File: src/rtl/dircc_processing_mem_reader.sv
// Avalon-MM read master for the 16-bit processing-memory port. It streams a command's halfwords out as an Avalon-ST packet.
// Optional feature: define DIRCC_MEM_READER_CHECKSUM_EN to add a 16-bit XOR checksum output.
module dircc_processing_mem_reader #(
    parameter int MEM_WORDS  = 15000,
    parameter int ADDR_W     = 14,
    parameter int LEN_W      = 8,
    parameter int FIFO_DEPTH = 4
) (
    input  logic              clk,
    input  logic              reset_n,
    input  logic              cmd_valid,
    output logic              cmd_ready,
    input  logic [ADDR_W-1:0] cmd_addr,
    input  logic [LEN_W-1:0]  cmd_len,
    output logic [ADDR_W-1:0] mem_address,
    output logic              mem_chipselect,
    output logic              mem_clken,
    output logic              mem_write,
    output logic [1:0]        mem_byteenable,
    input  logic [15:0]       mem_readdata,
    output logic              st_valid,
    input  logic              st_ready,
    output logic [15:0]       st_data,
    output logic              st_sop,
    output logic              st_eop,
`ifdef DIRCC_MEM_READER_CHECKSUM_EN
    output logic [15:0]       checksum,
`endif
    output logic              done
);

    localparam int PTR_W = $clog2(FIFO_DEPTH);
    localparam int CNT_W = PTR_W + 1;
    localparam logic [CNT_W:0]    DEPTH_C   = FIFO_DEPTH[CNT_W:0];
    localparam logic [ADDR_W-1:0] LAST_ADDR = ADDR_W'(MEM_WORDS - 1);

    typedef enum logic [1:0] {IDLE, READ, DRAIN} state_e;

    state_e            state_q;
    logic              cmd_ready_q;
    logic              chipselect_q;
    logic              rd_pend_q;
    logic              zero_done_q;
    logic [ADDR_W-1:0] addr_q;
    logic [LEN_W-1:0]  issue_left_q;
    logic [LEN_W-1:0]  len_q;
    logic [LEN_W-1:0]  push_cnt_q;

    logic [PTR_W-1:0]  wr_ptr_q;
    logic [PTR_W-1:0]  rd_ptr_q;
    logic [CNT_W-1:0]  count_q;
    logic [15:0]       fifo_data_q [FIFO_DEPTH];
    logic              fifo_sop_q  [FIFO_DEPTH];
    logic              fifo_eop_q  [FIFO_DEPTH];

    logic              accept;
    logic              push;
    logic              pop;
    logic              last_pop;
    logic              credit;
    logic              issue_next;
    logic [CNT_W:0]    occ_sum;
    logic [ADDR_W-1:0] addr_d;

    assign accept   = cmd_valid & cmd_ready_q;
    assign push     = rd_pend_q;
    assign st_valid = (count_q != '0);
    assign pop      = st_valid & st_ready;
    assign last_pop = pop & fifo_eop_q[rd_ptr_q] & (state_q == DRAIN);

    // Words issued but not yet popped; a same-cycle pop frees a slot for the next issue.
    assign occ_sum    = {1'b0, count_q} + {{CNT_W{1'b0}}, rd_pend_q} + {{CNT_W{1'b0}}, chipselect_q};
    assign credit     = (occ_sum - {{CNT_W{1'b0}}, pop}) < DEPTH_C;
    assign issue_next = (state_q == READ) && (issue_left_q != '0) && credit;
    assign addr_d     = (addr_q == LAST_ADDR) ? '0 : addr_q + ADDR_W'(1);

    assign cmd_ready      = cmd_ready_q;
    assign mem_address    = addr_q;
    assign mem_chipselect = chipselect_q;
    assign mem_clken      = 1'b1;
    assign mem_write      = 1'b0;
    assign mem_byteenable = 2'b11;
    assign st_data        = fifo_data_q[rd_ptr_q];
    assign st_sop         = st_valid & fifo_sop_q[rd_ptr_q];
    assign st_eop         = st_valid & fifo_eop_q[rd_ptr_q];
    assign done           = zero_done_q | last_pop;

    always_ff @(posedge clk or negedge reset_n) begin
        if (!reset_n) begin
            state_q      <= IDLE;
            cmd_ready_q  <= 1'b0;
            chipselect_q <= 1'b0;
            rd_pend_q    <= 1'b0;
            zero_done_q  <= 1'b0;
            addr_q       <= '0;
            issue_left_q <= '0;
            len_q        <= '0;
            push_cnt_q   <= '0;
        end else begin
            rd_pend_q   <= chipselect_q;
            zero_done_q <= 1'b0;
            if (chipselect_q) addr_q <= addr_d;
            if (push) push_cnt_q <= push_cnt_q + LEN_W'(1);
            case (state_q)
                IDLE: begin
                    cmd_ready_q <= 1'b1;
                    if (accept) begin
                        len_q      <= cmd_len;
                        push_cnt_q <= '0;
                        addr_q     <= cmd_addr;
                        if (cmd_len == '0) begin
                            zero_done_q <= 1'b1;
                        end else begin
                            state_q      <= READ;
                            cmd_ready_q  <= 1'b0;
                            chipselect_q <= 1'b1;
                            issue_left_q <= cmd_len - LEN_W'(1);
                        end
                    end
                end
                READ: begin
                    chipselect_q <= issue_next;
                    if (issue_next) issue_left_q <= issue_left_q - LEN_W'(1);
                    if (issue_left_q == '0) state_q <= DRAIN;
                end
                DRAIN: begin
                    chipselect_q <= 1'b0;
                    if (last_pop) begin
                        state_q     <= IDLE;
                        cmd_ready_q <= 1'b1;
                    end
                end
                default: state_q <= IDLE;
            endcase
        end
    end

    always_ff @(posedge clk or negedge reset_n) begin
        if (!reset_n) begin
            wr_ptr_q <= '0;
            rd_ptr_q <= '0;
            count_q  <= '0;
        end else begin
            if (push) wr_ptr_q <= wr_ptr_q + PTR_W'(1);
            if (pop)  rd_ptr_q <= rd_ptr_q + PTR_W'(1);
            case ({push, pop})
                2'b10:   count_q <= count_q + CNT_W'(1);
                2'b01:   count_q <= count_q - CNT_W'(1);
                default: count_q <= count_q;
            endcase
        end
    end

    // Packet markers are attached at push time so they travel with their word through any stall.
    always_ff @(posedge clk) begin
        if (push) begin
            fifo_data_q[wr_ptr_q] <= mem_readdata;
            fifo_sop_q[wr_ptr_q]  <= (push_cnt_q == '0);
            fifo_eop_q[wr_ptr_q]  <= (push_cnt_q == len_q - LEN_W'(1));
        end
    end

`ifdef DIRCC_MEM_READER_CHECKSUM_EN
    logic [15:0] csum_q;

    always_ff @(posedge clk or negedge reset_n) begin
        if (!reset_n) begin
            csum_q <= '0;
        end else if (accept) begin
            csum_q <= '0;
        end else if (pop) begin
            csum_q <= csum_q ^ st_data;
        end
    end

    assign checksum = pop ? (csum_q ^ st_data) : csum_q;
`endif

endmodule

File: config.mk
export PLATFORM = sky130hd
export DESIGN_NAME = dircc_processing_mem_reader
export DESIGN_NICKNAME = d
export VERILOG_FILES = /design/src/rtl/dircc_processing_mem_reader.sv
export SDC_FILE = /design/constraint.sdc
export NUM_CORES = 1
export LEC_CHECK = 0
export BUFFER_PORTS_ARGS = -buffer_cell sky130_fd_sc_hd__buf_2
export CORE_ASPECT_RATIO = 0.6
export CORE_MARGIN = 3
export CORE_UTILIZATION = 56
export CTS_CLUSTER_SIZE = 8
export DETAILED_ROUTE_END_ITERATION = 8
export PLACE_DENSITY = 0.81
export SLEW_MARGIN = 20
export SYNTH_ARGS = -nofsm -noshare
export SYNTH_HDL_FRONTEND = slang
export SYNTH_SLANG_ARGS = --single-unit
export TNS_END_PERCENT = 20
File: constraint.sdc
create_clock -name clk -period 7.19 [get_ports clk]
set_input_delay 0.3595 -clock clk [delete_from_list [all_inputs] [get_ports clk]]
set_output_delay 0.3595 -clock clk [all_outputs]
set_load 0.05 [all_outputs]
==> impl_metrics.ini, run 1 <==
[logic_synthesis]
synthArstFlopShare_pct = 41.46
synth_cell_types = 59
syn_inst = 460
ys_seq_area_share_pct = 59.02
synthTopCellsByArea = edfxtp_1 37%, dfrtp_1 22%, mux4_2 7.0%, nand2_1 3.5%, ha_1 3.2%
synth_edf_count = 72
dominantRegCellSynth = edfxtp_1
synth_top_area_cell = edfxtp_1
synth_top_cell_area_share_pct = 37.11
synth.avg_cell_area_um2 = 12.66
synth_seq_cells = 123
synth_area_mm2 = 0.005826
ys_warn_count = 0

[sta]
rsz0062_at_grt = false
fmax_mhz = 340.7
slew_viol_final = 0
tns_ns = 0
period_share_pct = 40.83
worst_slew_pin_slew_ns = 0.9910
setup_viol_count_final = 0
hold_viol_final = 0
relSlewSlack_pct = 33.93
fin_skew_ns = 0.008552
fin_crit_ns = 2.935

[grt]
antenna_found_initial = 0
grtUsageTotal_pct = 24.11
grt-ovfl-total = 0
grt_max_degree = 52
grt_pass1_vias = 4110
grt_pass1_wl_mm = 21.27

[floorplanning]
chipHeight_um = 85.01
coreArea_mm2 = 0.009985
fp.dieArea_mm2 = 0.01170
die-width_um = 137.7
ios = 82
initial_core_util_pct = 58.35
rows = 28

[pwr]
seqPwrFrac_pct = 34.5
p_int_mw = 2.109
power.density_mw_per_mm2 = 542.0
power.share.switching_pct = 43.42
vdd_drop_max_uv = 244.6
leakage_nw = 2.746
clockPowerShare_pct = 22.5
power.net_switching_mw = 1.618
p_comb_share_pct = 43.0

[detailed_routing]
wl_mm = 12.98
ant_nets = 0
vias_per_cell = 5.849
wl_per_cell_um = 18.90
drtIter0Drc = 331
vias = 4018
dr.pass1.iters = 6
drc = 0

[clock_network]
cts_tree = built
cts_setup_buffers = 0
clockBufferDepth = 2
clk-insertion-delay-late_ns = 0.42
cts_sinks = 123
cts_hold_buf = 0
clockRootBuffer = clkbuf_16
htree_levels = 4
post_cts.resized_instances = 0
cts_made_buffers = 17
clk_pin_slew_ns = 0.06

[layout]
nets = 598
syn_to_final_growth_pct = 18.04
final_layout_size_suffix_gt1_share_pct = 24.64
diodes = 0
utilization_pct = 68.87

[placement]
place.gp.congestion = 0.8298
dp_hpwl_mm = 8.602
io_buffer_count = 77

[critical_path]
crit_path_start_kind = flop
critPathRequiredTime_ns = 6.83
path_max_fanout = 13
crit_type = flop to output pin
crit_arrival_ns = 2.58
end_kind = output pin
r2r_cells = 11

[job]
maxCapViolations = 0

[hold_path]
hold_path_class = primary input to async pin

[run_status]
status = completed
## cell usage after synthesis (3+ instances only)
library cell and n:
and3_1 5, mux4_2 18, and2_1 6, nor4_1 6, nand3b_1 3, edfxtp_1 72, nor3_1 8, xor2_1 20
xnor2_1 21, clkbuf_1 9, ha_1 15, nand3_1 17, nand2b_1 3, nor2_1 26, a21oi_1 12, mux2i_1 7
dfrtp_1 51, nand4_1 5, buf_2 4, buf_4 5, o21ai_0 32, or3_1 3, inv_1 16, nand2_1 55
## per-layer routing
metal	global-route usage (%)	vias to the layer above	wire length, µm
met5	0	-	0
met4	9.239	0	246
met3	7.227	29	913
met2	38.23	171	6339
met1	31.67	1993	5483
li1	-	1825	-
## layout make-up
cell class	instances	area (µm²)
Clock inverter	13	151.4
Tap cell	135	168.9
Sequential cell	123	3438
Inverter	17	63.81
Multi-Input combinational cell	302	2225
Clock buffer	18	429.2
Timing Repair Buffer	79	400.4
Fill cell	703	3108
## per-stage QoR
step	worst slack, ns	instance area [µm²]	power, mW	instances	hold WS (ns)
3_5_place_dp	4.490	6296	2.859	656	0.4730
3_3_place_gp	4.676	6296	2.773	656	0.4647
5_1_grt	4.098	6877	3.913	687	0.1188
4_1_cts	4.199	6877	3.731	687	0.08036
6_report	4.255	6877	3.727	687	0.05863
2_1_floorplan	4.341	5833	2.465	462	0.06391
## flip-flops by register name (all words and copies together) (netlist names), 2 cells and up
register / flops
fifo_data_q: 64
mem_address: 14
issue_left_q: 8
len_q: 8
push_cnt_q: 8
fifo_eop_q: 4
fifo_sop_q: 4
count_q: 3
rd_ptr_q: 2
state_q: 2
wr_ptr_q: 2
## power groups by stage
| stage | clock [mW] | sequential [mW] | combinational (mW) |
|---|---|---|---|
| final | 0.840 | 1.29 | 1.60 |
| after global routing | 0.875 | 1.32 | 1.72 |
| after CTS | 0.848 | 1.28 | 1.60 |
| after detailed placement | 0 | 1.29 | 1.57 |
| after global placement | 0 | 1.26 | 1.51 |
| after floorplan | 0 | 1.33 | 1.14 |
## placed cells by master (no fill, tap or decap), drive strengths merged, types with 7 or more instances in the layout
master  instances
nand2          55
a21oi          12
buf            79
nand3          17
o21ai          34
xnor2          21
mux4           18
xor2           20
clkbuf         18
edfxtp         72
ha             15
nor2           26
nor3            8
inv            17
dfrtp          51
mux2i           7
## worst paths after layout
| kind | startpoint | to | slack [ns] |
|---|---|---|---|
| worst max-delay path | rd_ptr_q[0] | done | 4.25 |
| worst min-delay path | reset_n | issue_left_q[7] | 0.06 |
| worst max register to register | count_q[1] | issue_left_q[4] | 4.34 |
| worst min register to register | count_q[0] | count_q[0] | 0.49 |
| max in group asynchronous | reset_n | push_cnt_q[1] | 6.69 |
| min in group clk | cmd_addr[10] | mem_address[10] | 0.15 |
## cell families (layout without fill, tap and decap cells)
kind of cell / after synthesis / in the layout / share of synthesized area (%)
AOI/OAI and AO/OA: 65 / 65 / 7.260
xor gates and xnor gates: 41 / 41 / 6.164
adders and majority gates: 16 / 16 / 3.565
buffers and inverters: 37 / 127 / 2.921
DFF: 123 / 123 / 59.02
muxes: 25 / 25 / 8.162
other: 2 / 4 / 0.1289
and+or+nand+nor: 151 / 151 / 12.78
## critical path, cell delays in order (launching register included)
cell and delay (ns):
dfrtp_1 0.63, buf_4 0.36, mux4_2 0.55, and3_1 0.24
a21o_1 0.18, buf_2 0.20
Power figures use the tool's default switching activity.
==> run 2: changes to the inputs <==
Settings changed: ABC_AREA set to 1, CORE_UTILIZATION 56 to 52, PLACE_DENSITY 0.81 to 0.79.
Clock period 7.19 ns to 2.61 ns, I/O delays scaled along.
==> impl_metrics.ini, run 2 <==
[critical_path]
crit_arrival_ns = 2.61
crit_path_cell_trace = nor3_4 > nor2_2 > nand2_1 > o21ai_0 > ha_1 > nand2_1 > nand2_1 > nand2_1 > nand2_1 > nand2_1 > nand2_1 > nand3_2 > nand2_4 > nand2_2 > nand2_1 > nand2_1
critPathRequiredTime_ns = 2.91
slowest_delay_ns = 0.44
slowest_stage = dfrtp_1
path_max_fanout = 9
cp_common_cell = nand2_1
end_kind = flop
crit_path_start_kind = flop
crit_type = flop to flop

[logic_synthesis]
synthArstFlopShare_pct = 41.46
yosysMostFrequentCell = nand2_1
synthTopCellsByCount = 146 x nand2_1, 86 x nor2_1, 72 x edfxtp_1, 68 x inv_1, 56 x o21ai_0
synth_area_mm2 = 0.006002
synth_top_area_cell = edfxtp_1
synth.avg_cell_area_um2 = 9.334
synth_cell_types = 40
ys_seq_area_share_pct = 57.29
synth_top_cell_area_share_pct = 36.02
synth_edf_count = 72
syn_inst = 643
synthTopCellsByArea = edfxtp_1 36%, dfrtp_1 21%, nand2_1 9.1%, nor2_1 5.4%, o21ai_0 4.7%
dominantRegCellSynth = edfxtp_1
synth_seq_cells = 123
ys_warn_count = 0

[detailed_routing]
dr.pass1.iters = 5
vias = 4902
drtIter0Drc = 459
wl_mm = 14.00
drc = 0
vias_per_cell = 5.265
wl_per_cell_um = 15.04
ant_nets = 0

[pwr]
power.density_mw_per_mm2 = 1451
p_total_mw = 10.88
leakage_nw = 3.388
vdd_drop_max_uv = 809.8

[layout]
final_cell_mix = 146 x nand2_1, 85 x nor2_1, 77 x buf_2, 72 x edfxtp_1, 68 x inv_1
syn_to_final_growth_pct = 24.97
multi_input_area_mm2 = 0.002197
nets = 822
seqCellArea_mm2 = 0.003438
diodes = 0
final_common_cell = nand2_1
largest_register_ffs = 64
fill_cells = 799
final_layout_size_suffix_gt1_share_pct = 17.65
regMostFlops = fifo_data_q

[clock_network]
htree_levels = 4
cts_sinks = 123
clockBufferDepth = 2
clk_pin_slew_ns = 0.06
cts_setup_buffers = 0
cts_hold_buf = 35
cts_made_buffers = 17
clk-insertion-delay-late_ns = 0.41
post_cts.resized_instances = 0
clockRootBuffer = clkbuf_16
cts_tree = built

[run_status]
status = completed

[floorplanning]
die-width_um = 144.7
fp.dieArea_mm2 = 0.01291
coreArea_mm2 = 0.01092
ios = 82
rows = 29
initial_core_util_pct = 54.95
chipHeight_um = 89.22

[placement]
io_buffer_count = 77
dp_hpwl_mm = 9.250
place.gp.congestion = 0.8720

[grt]
grt-ovfl-total = 0
antenna_found_initial = 0
grtUsageTotal_pct = 22.97
grt_max_degree = 38
grt_pass1_vias = 4720
grt_pass1_wl_mm = 22.57

[sta]
setup_viol_count_final = 0
fin_crit_ns = 2.307
fmax_mhz = 433.5
relSlewSlack_pct = 45.37
tns_ns = 0
period_share_pct = 88.38
fin_skew_ns = 0.007775
worst_slew_pin_slew_ns = 0.8195
hold_ws_ns = 0.03813
hold_viol_final = 0
rsz0062_at_grt = false
slew_viol_final = 0

[hold_path]
hold_path_class = primary input to flop

[job]
maxCapViolations = 0
run 2: changes by cell type after synthesis, moves of 4 or more:
cell,change
clkbuf_1,+4
and2_1,-6
xnor2_1,-14
nor2_1,+60
o22ai_1,+15
o21ai_0,+24
inv_1,+52
mux4_2,-18
nor4_1,-5
nand3_1,+13
and3_1,-5
xor2_1,-4
mux2i_1,-6
nand2_1,+91
run 2: power breakdown:
part / internal [mW] / switching [mW]
sequential: 2.87 / 0.531
clock: 1.50 / 0.860
combinational: 1.45 / 3.68
total: 5.81 / 5.07
run 2: worst paths after layout:
kind / end / start / slack, ns / cells after the start
worst max-delay path: issue_left_q[7] / count_q[1] / 0.30 / 16
worst min-delay path: len_q[1] / cmd_len[1] / 0.04 / 3
worst max register to register: issue_left_q[7] / count_q[1] / 0.30 / 16
worst min register to register: issue_left_q[3] / issue_left_q[3] / 0.50 / 2
max in group asynchronous: mem_address[9] / reset_n / 1.59 / 3
min in group asynchronous: issue_left_q[3] / reset_n / 0.35 / 2
run 2: routing by layer:
metal  wire [µm]  vias up  track usage (%)
li1            -     2361                -
met1        6236     2297            31.38
met2        6388      216            36.04
met3        1117       28            5.398
met4         261        0            9.399
met5           0        -                0
run 2: cell type report:
type	count	area share (%)
Multi-Input combinational cell	430	29.29
Timing Repair Buffer	122	10.81
Clock inverter	14	2.302
Tap cell	155	2.585
Clock buffer	17	5.671
Sequential cell	123	45.84
Inverter	70	3.503
run 2: per-stage QoR:
step                setup WS [ns]  std cells  instance area [µm²]  util, %
global route              0.03088        931                 7501    68.68
detailed placement         0.3440        865                 6553    60.00
CTS                        0.3130        931                 7501    68.68
finish                     0.3032        931                 7501    68.68
global placement           0.4659        865                 6553    60.00
floorplan                  0.6347        645                 6010        -
run 2: cell families (layout without fill, tap and decap cells):
| kind of cell | Yosys count | count (layout) | synth area share, % |
|---|---|---|---|
| adders and majority gates | 16 | 16 | 3.461 |
| buffers and inverters | 92 | 223 | 6.275 |
| other | 2 | 4 | 0.1251 |
| AOI/OAI and AO/OA | 97 | 97 | 9.110 |
| xor gates and xnor gates | 23 | 23 | 3.356 |
| and+or+nand+nor | 289 | 289 | 20.22 |
| muxes | 1 | 1 | 0.1668 |
| DFF | 123 | 123 | 57.29 |
run 2: critical path, delay by kind of cell, from the launching register on:
family                   cells  cell delay, ns
AND/OR/NAND/NOR             14            1.39
adder cells (fa/ha/maj)      1            0.28
flip-flops                   1            0.44
AO/OA/AOI/OAI                1            0.10
